## src/rtl/ps2_pkg.sv

```systemverilog
// Shared PS/2 receive definitions: prefix codes, frame FSM states, FIFO entry layout.
package ps2_pkg;

  localparam logic [7:0] PS2_EXT_PREFIX = 8'hE0;
  localparam logic [7:0] PS2_BRK_PREFIX = 8'hF0;

  typedef enum logic [1:0] {
    ST_IDLE  = 2'd0,
    ST_RECV  = 2'd1,
    ST_CHECK = 2'd2
  } ps2_state_e;

  typedef struct packed {
    logic       brk;
    logic       ext;
    logic [7:0] code;
  } ps2_entry_t;

  // Frame bits in arrival order: [0] start, [8:1] data LSB first, [9] odd parity, [10] stop.
  function automatic logic frame_ok(input logic [10:0] frame);
    return !frame[0] && (^frame[9:1]) && frame[10];
  endfunction

endpackage

```

## src/rtl/ps2_sync_filter.sv

```systemverilog
// PS/2 pin conditioning: 2-flop synchronisers, run-length glitch filter on the clock, falling-edge pulse.
module ps2_sync_filter #(
  parameter int FILT = 4
) (
  input  logic clk,
  input  logic rst,
  input  logic ps2_clk,
  input  logic ps2_data,
  output logic data_sync,
  output logic fall
);

  localparam int CW = $clog2(FILT + 1);

  logic [1:0]    clk_sync;
  logic [1:0]    dat_sync;
  logic          clk_filt;
  logic [CW-1:0] run;

  // Syncs reset to the idle-high line level so leaving reset never looks like an edge.
  always_ff @(posedge clk) begin
    if (rst) begin
      clk_sync <= 2'b11;
      dat_sync <= 2'b11;
      clk_filt <= 1'b1;
      run      <= '0;
      fall     <= 1'b0;
    end else begin
      clk_sync <= {clk_sync[0], ps2_clk};
      dat_sync <= {dat_sync[0], ps2_data};
      fall     <= 1'b0;
      if (clk_sync[1] == clk_filt) begin
        run <= '0;
      end else if (run == CW'(FILT - 1)) begin
        run      <= '0;
        clk_filt <= clk_sync[1];
        fall     <= clk_filt;
      end else begin
        run <= run + 1'b1;
      end
    end
  end

  assign data_sync = dat_sync[1];

endmodule

```

## src/rtl/ps2_rx_fifo.sv

```systemverilog
// PS/2 device-to-host receiver: frame FSM with parity/timeout checks, E0/F0 prefix folding, FWFT FIFO.
module ps2_rx_fifo
  import ps2_pkg::*;
#(
  parameter int DEPTH   = 16,
  parameter int FILT    = 4,
  parameter int TIMEOUT = 5000,
  parameter int DECODE  = 1
) (
  input  logic                     clk,
  input  logic                     rst,
  input  logic                     ps2_clk,
  input  logic                     ps2_data,
  input  logic                     rd_en,
  input  logic                     err_clr,
  output logic [7:0]               data,
  output logic                     ext,
  output logic                     brk,
  output logic                     ready,
  output logic [$clog2(DEPTH):0]   level,
  output logic                     overflow,
  output logic                     parity_err,
  output logic                     frame_err
);

  localparam int AW = $clog2(DEPTH);
  localparam int TW = $clog2(TIMEOUT + 1);
  localparam logic [AW:0] FULL_LVL = (AW + 1)'(DEPTH);

  logic data_sync;
  logic fall;

  ps2_sync_filter #(.FILT(FILT)) u_sync (
    .clk       (clk),
    .rst       (rst),
    .ps2_clk   (ps2_clk),
    .ps2_data  (ps2_data),
    .data_sync (data_sync),
    .fall      (fall)
  );

  // Stage p0: frame assembly and checking
  ps2_state_e    state;
  logic [3:0]    bit_cnt;
  logic [TW-1:0] tmo;
  logic [10:0]   frame_p0;

  always_ff @(posedge clk) begin
    if (fall) frame_p0 <= {data_sync, frame_p0[10:1]};
  end

  always_ff @(posedge clk) begin
    if (rst) begin
      state      <= ST_IDLE;
      bit_cnt    <= '0;
      tmo        <= '0;
      parity_err <= 1'b0;
      frame_err  <= 1'b0;
    end else begin
      if (err_clr) begin
        parity_err <= 1'b0;
        frame_err  <= 1'b0;
      end
      case (state)
        ST_IDLE: begin
          tmo <= '0;
          // A high data bit on a falling edge is a mid-frame leftover; drop it to resync.
          if (fall && !data_sync) begin
            state   <= ST_RECV;
            bit_cnt <= 4'd1;
          end
        end
        ST_RECV: begin
          if (fall) begin
            tmo     <= '0;
            bit_cnt <= bit_cnt + 4'd1;
            if (bit_cnt == 4'd10) state <= ST_CHECK;
          end else if (tmo == TW'(TIMEOUT)) begin
            frame_err <= 1'b1;
            state     <= ST_IDLE;
          end else begin
            tmo <= tmo + 1'b1;
          end
        end
        ST_CHECK: begin
          if (!frame_ok(frame_p0)) parity_err <= 1'b1;
          state <= ST_IDLE;
        end
        default: state <= ST_IDLE;
      endcase
    end
  end

  // Stage p1: prefix decoding
  logic       good_p0;
  logic [7:0] code_p0;
  logic       ext_pend;
  logic       brk_pend;
  logic       push_p1;
  ps2_entry_t entry_p1;

  assign good_p0 = (state == ST_CHECK) && frame_ok(frame_p0);
  assign code_p0 = frame_p0[8:1];

  always_ff @(posedge clk) begin
    if (rst) begin
      push_p1  <= 1'b0;
      ext_pend <= 1'b0;
      brk_pend <= 1'b0;
    end else begin
      push_p1 <= 1'b0;
      if (good_p0) begin
        if (DECODE != 0 && code_p0 == PS2_EXT_PREFIX) begin
          ext_pend <= 1'b1;
        end else if (DECODE != 0 && code_p0 == PS2_BRK_PREFIX) begin
          brk_pend <= 1'b1;
        end else begin
          push_p1  <= 1'b1;
          ext_pend <= 1'b0;
          brk_pend <= 1'b0;
        end
      end
    end
  end

  always_ff @(posedge clk) begin
    if (good_p0) entry_p1 <= '{brk: brk_pend, ext: ext_pend, code: code_p0};
  end

  // Stage p2: FIFO storage
  ps2_entry_t    mem [DEPTH];
  logic [AW-1:0] wr_ptr;
  logic [AW-1:0] rd_ptr;
  logic          full;
  logic          pop;
  logic          wr;
  ps2_entry_t    head;

  assign ready = (level != '0);
  assign full  = (level == FULL_LVL);
  assign pop   = rd_en && ready;
  assign wr    = push_p1 && (!full || pop);

  always_ff @(posedge clk) begin
    if (wr) mem[wr_ptr] <= entry_p1;
  end

  always_ff @(posedge clk) begin
    if (rst) begin
      wr_ptr   <= '0;
      rd_ptr   <= '0;
      level    <= '0;
      overflow <= 1'b0;
    end else begin
      if (err_clr) overflow <= 1'b0;
      if (push_p1 && full && !pop) overflow <= 1'b1;
      if (wr)  wr_ptr <= wr_ptr + 1'b1;
      if (pop) rd_ptr <= rd_ptr + 1'b1;
      case ({wr, pop})
        2'b10:   level <= level + 1'b1;
        2'b01:   level <= level - 1'b1;
        default: level <= level;
      endcase
    end
  end

  // Empty FIFO presents zeros rather than a stale slot.
  assign head = mem[rd_ptr];
  assign data = ready ? head.code : 8'h00;
  assign ext  = ready && head.ext;
  assign brk  = ready && head.brk;

endmodule
```

## config.mk

```make
export PLATFORM = sky130hd
export DESIGN_NAME = ps2_rx_fifo
export DESIGN_NICKNAME = d
export VERILOG_FILES = /design/src/rtl/ps2_pkg.sv /design/src/rtl/ps2_sync_filter.sv /design/src/rtl/ps2_rx_fifo.sv
export SDC_FILE = /design/constraint.sdc
export NUM_CORES = 1
export LEC_CHECK = 0
export ABC_AREA = 1
export CORE_MARGIN = 3
export CORE_UTILIZATION = 50
export CTS_CLUSTER_SIZE = 28
export DETAILED_ROUTE_END_ITERATION = 10
export PLACE_DENSITY = 0.76
export SLEW_MARGIN = 20
export SYNTH_ARGS = -nofsm -noshare
export SYNTH_HDL_FRONTEND = slang
export SYNTH_HIERARCHICAL = 1
export SYNTH_SLANG_ARGS = --single-unit
```

## constraint.sdc

```tcl
create_clock -name clk -period 2.9 [get_ports clk]
set_input_delay 0.58 -clock clk [delete_from_list [all_inputs] [get_ports clk]]
set_output_delay 0.58 -clock clk [all_outputs]
set_load 0.005 [all_outputs]
```

### Yosys cells after proc, flatten, opt, wreduce, memory -nomap -nowiden

Memories as Yosys holds them, arrays and structs flattened. A register that Yosys moved wholly into a read port is not among the register bits.
Cells that the tools add are included.

| storage, ports and cells | value |
|---|---|
| memory bits (writable) | 160 |
| output and inout port bits | 19 |
| bits in read-only memories | 0 |
| word-level logic and storage cells | 110 |
| input port bits | 6 |
| bits in latches | 0 |
| memories | 1 |
| bits in registers | 68 |

Memories:

| name | words | width | read ports | clocked after memory_dff | write ports | RTL line | source |
|---|---|---|---|---|---|---|---|
| mem | 16 | 10 | 1 | 1 | 1 | ps2_rx_fifo.sv:131 | `ps2_entry_t mem [DEPTH];` |

| cells by class | value |
|---|---|
| add/subtract/negate cells | 7 |
| reductions and logical operators | 30 |
| shift operators | 0 |
| mux-type cells | 30 |
| $lt $le $gt $ge | 0 |
| equality and inequality tests | 17 |
| multipliers | 0 |
| bitwise gates (word level) | 4 |
| div/mod/pow operators | 0 |

Operator list:

| cell | number |
|---|---|
| two-way mux 13 bit | 2 |
| one-hot mux 13 bit (2 select lines) | 1 |
| == test 8 bit, second input constant | 2 |
| two-way mux 4 bit | 4 |
| two-way mux 1 bit | 15 |
| adder 13 x 1 -> 13 bit, second input constant | 1 |
| == test 13 bit, second input constant | 1 |
| adder 4 x 1 -> 4 bit, second input constant | 3 |
| logical AND 1 bit | 10 |
| one-hot mux 5 bit (2 select lines) | 1 |
| OR reduction 3 bit | 3 |
| XOR reduction 9 bit | 1 |
| two-way mux 2 bit | 4 |
| two-way mux 8 bit | 1 |
| one-hot mux 4 bit (2 select lines) | 1 |
| AND reduction 2 bit | 4 |
| != test 3 x 2 -> 1 bit, second input constant | 2 |
| AND reduction 3 bit | 2 |
| nonzero test 2 bit | 3 |
| adder 5 x 1 -> 5 bit, second input constant | 1 |
| == test 5 bit, second input constant | 1 |
| nonzero test 5 bit | 1 |
| subtractor 5 x 1 -> 5 bit, second input constant | 1 |
| == test 2 x 1 -> 1 bit, second input constant | 2 |
| other kinds (13) | 21 |

### Logic depth before layout (Yosys ltp)

| depth | value |
|---|---|
| depth in word-level cells | 6 |
| gate-level depth with buffers | 15 |
| gate-level depth less buffers | 15 |

### By module

Netlist, hierarchy kept.

Modules (own cells, without submodules):

| module | cells an instance | area an instance (µm²) | instances |
|---|---|---|---|
| ps2_rx_fifo | 818 | 9,326.4 | 1 |
| ps2_sync_filter | 30 | 291.5 | 1 |

### Worst setup path after synthesis

OpenSTA, ideal clock, no wires.

| timing path | value |
|---|---|
| path kind | reg-to-reg |
| from | register frame_p0[1] |
| to | register entry_p1[0] (netlist bit) (enable) |
| path buffers | 0 |
| setup slack | 542 ps |
| data arrival time | 1,968 ps |
| period minus slack after synthesis | 2,358 ps |
| stages on the path, launching flop included | 10 |
| cells stage by stage | edfxtp_1 -> inv_1 -> ha_1 -> xor2_1 -> nand2b_1 -> nand2_1 -> nand2_1 -> nand2_1 -> nand2_1 -> nor3_1 |

| on the way | value |
|---|---|
| longest elaborated chain between the ends | 4 |

Ends and longest elaborated chain:

| what | RTL line | source |
|---|---|---|
| start: declaration | ps2_rx_fifo.sv:46 | `logic [10:0] frame_p0;` |
| start signal: assignment | ps2_rx_fifo.sv:49 | `if (fall) frame_p0 <= {data_sync, frame_p0[10:1]};` |
| XOR reduction 9 bit | ps2_pkg.sv:21 | `return !frame[0] && (^frame[9:1]) && frame[10];` |
| logical AND 1 bit (2 in a row) | ps2_pkg.sv:21 |  |
| logical AND 1 bit | ps2_rx_fifo.sv:102 | `assign good_p0 = (state == ST_CHECK) && frame_ok(frame_p0);` |
| via good_p0 | ps2_rx_fifo.sv:95 | `logic good_p0;` |
| end signal: assignment | ps2_rx_fifo.sv:127 | `if (good_p0) entry_p1 <= '{brk: brk_pend, ext: ext_pend, code: code_p0};` |
| end: declaration | ps2_rx_fifo.sv:100 | `ps2_entry_t entry_p1;` |

The timed path passes the listed nets, and every way through them passes these cells.
A chain may end at the register's enable or synchronous reset.

==> impl_results.md <==
- Number of global-route vias before repair: 6,574
- Post-synth top area cell: edfxtp_1
- First-pass detailed-route iteration total: 6
- Dpl ws: 198 ps
- Layout cells sized above 1: 12.1%
- Slew Viols, Final: 0
- Vias: 6,710
- Gr ovfl total: 0
- Antenna violations before repair: 0
- Leak pwr: 3.97 nW
- Reg2Reg Launch Point: frame_p0[1]$_DFFE_PP_
- Setup crit end kind: output port
- Crit Path Category: register to output port
- Final Hold Fails: 0
- FF+latch count, synth: 232
- Worst hold start: u_sync/dat_sync[0]$_SDFF_PP1_
- Cts-stage hold buffer count: 0
- FP Rows: 50
- Fin crit share: 96.7%
- IO Pins: 25
- CP startpoint kind: register
- Clk_lat worst skew: 510 ps
- Die H: 145 µm
- Global Route Usage Sum: 20.9%
- HP Class: register to register
- Syn nets: 871
- Met3 usage in global routing: 4.04%
- Required @ worst endpoint: 2320 ps
- Pin count of the biggest net entering global routing: 41
- Initial core utilization: 51.1%
- DR iter-0 viols: 636
- Reg area: 6460 µm²
- Sequential element share of the synthesized area: 67.1%
- Status: complete, no violations
- Post-Syn Area: 9620 µm²
- Yosys top cell area share: 56.5%
- Area Growth Syn to Fin: 17.3%
- Total core area: 18,800 µm²
- Yosys warning count: 6
- Design area: 11,300 µm²
- Ranking of synthesized cells by area: edfxtp_1 57%, dfxtp_1 11%, nor2_1 5.4%
- Final #Nets: 923
- CTS Buf Count: 24
- Die Width: 145 µm
- Final TNS setup: 0 ps
- Number of fill cells in the layout: 1,458
- Post-Synthesis Cells: 848
- Post-layout util: 59.9%
- Final setup margin: 94.4 ps
- Instance area after placement: 10,300 µm²
- Cell variety after synth: 39
- Gpl congestion: 0.864
- Ant diodes: 0
- I/O Buffers: 24
- # setup viols final: 0
- CTS max path bufs: 3
- Drt drc: 0
- Routed Antenna Nets: 0
- Max Fclk: 0.356 GHz
- TritonCTS clock tree: built
- Post-synth top flop: edfxtp_1
- WL final: 21,600 µm
- Syn Area/Cell: 11.3 µm²
- Data arrival, critical path: 2230 ps
- H-tree levels: 1
- Slew @ Worst Pin: 618 ps
- Clk root buf: clkbuf_16
- Slew HR: 58.8%
- Post-synth top cells: 181 x edfxtp_1, 139 x nor2_1, 101 x o21ai_0
- Final hold slack: 403 ps
- Number of synthesized flops with an enable pin: 181
- # Max-Cap Violations: 0
- Multi-input logic area: 2750 µm²
- Cell with the most instances after synthesis: edfxtp_1
- Clock Sink Count: 232
- FFs w/ async S/R, synth: 0%
- Met1 usage: 27.6%
- Wire per inst: 18.3 µm
- Final Critical Period: 2810 ps
- Peak supply drop: 0.561 mV
- M2 GR Usage: 34.5%
- Reg clk slew, reported paths: 60 ps
- Worst-path fanout max: 20
- First-pass GRT wire length: 34,100 µm
- Vias/cell: 5.70
- Clock Skew: 6.23 ps
- Die ar.: 20,900 µm²
- GRT busiest layer: met2
- PwrDens: 809 nW/µm²
- DP HPWL: 13,100 µm
-- final timing paths --
kind	to	cells past startpoint	slack, ps
hold reg to reg	u_sync/dat_sync[1]$_SDFF_PP1_	1	400
setup / recovery	data[1]	9	90
setup reg to reg	entry_p1[7]$_DFFE_PP_	10	880
hold / removal	u_sync/dat_sync[1]$_SDFF_PP1_	1	400
-- metrics by stage --
stage / power [mW] / instances
after floorplan: 5.04 / 848
after global placement: 5.81 / 1129
after detailed placement: 5.88 / 1129
after CTS: 9.07 / 1175
after global routing: 9.55 / 1178
final: 9.13 / 1178
-- critical path: stages (launching register included) --
cell and delay, ps:
dfxtp_4 430, buf_6 150, buf_12 150, o21ai_0 130
o22ai_1 210, nor2_1 70, nor2_1 100, o21ai_1 100
a21oi_1 130, dlygate4sd2_1 250
-- registers in the layout, summed over array words and instances, names as in the netlist, named ones only --
name,cells
parity_err,1
rd_ptr,4
level,5
push_p1,1
u_sync/dat_sync,2
u_sync/fall,1
entry_p1,10
brk_pend,1
state,2
frame_err,1
u_sync/clk_filt,1
wr_ptr,4
bit_cnt,4
u_sync/clk_sync,2
tmo,13
frame_p0,11
overflow,1
ext_pend,1
mem,160
u_sync/run,3
-- layout by cell type (no fill, tap or decap), types with 3 or more instances in the layout --
| cell type | count |
|---|---|
| nand4_1 | 15 |
| dlygate4sd2_1 | 6 |
| o21ai_1 | 6 |
| dfxtp_1 | 49 |
| clkinv_1 | 5 |
| inv_1 | 68 |
| inv_2 | 3 |
| clkbuf_8 | 3 |
| edfxtp_1 | 181 |
| nor3_1 | 15 |
| dlymetal6s2s_1 | 4 |
| clkbuf_16 | 27 |
| clkbuf_1 | 4 |
| nand3_1 | 34 |
| clkdlybuf4s50_1 | 14 |
| buf_4 | 23 |
| or2_2 | 4 |
| o221ai_1 | 28 |
| nor2_1 | 139 |
| nor2_4 | 4 |
| buf_6 | 4 |
| nand2_1 | 69 |
| nand2_2 | 3 |
| or2_1 | 3 |
| xor2_1 | 5 |
| a21oi_2 | 10 |
| ha_1 | 17 |
| o21ai_0 | 97 |
| a21oi_1 | 28 |
| buf_12 | 4 |
| o22ai_1 | 11 |
-- cell type report --
cell class                 instances  share of cell area (%)
tap                              260                    2.88
inverter                          74                    2.55
sequential                       232                    57.3
clock inverter                    12                    1.01
timing repair buffer              60                    5.90
clock buffer                      32                    6.04
multi-input combinational        508                    24.3
-- layer usage --
metal	part of all wire, %	routed length [µm]
met1	41	8860
met2	48	10400
met3	7.3	1570
met4	3.4	738
met5	0	0
-- kinds of logic (layout without fill, tap and decap cells) --
group / count (synthesis) / after routing / share of synthesized area (%)
AOI/OAI and AO/OA: 188 / 188 / 11.7
xor gates and xnor gates: 6 / 6 / 0.546
DFF: 232 / 232 / 67.1
buffers and inverters: 108 / 178 / 4.49
adders and majority gates: 17 / 17 / 2.21
and+or+nand+nor: 297 / 297 / 13.9
-- power breakdown --
group | internal, mW | total (mW) | switching (mW) | leakage, nW
Clock | 1.83 | 3.05 | 1.22 | 0.381
Sequential | 3.61 | 3.72 | 0.117 | 2.04
Combinational | 0.992 | 2.36 | 1.37 | 1.55
Total | 6.43 | 9.13 | 2.71 | 3.97
-- timing repair --
action                     CTS  global route
cloned                       2             2
pin swaps                    6             4
resized for setup           29            10
setup buffers                0             1
setup endpoints to repair   10             4
(Power assumes the default switching activity.)
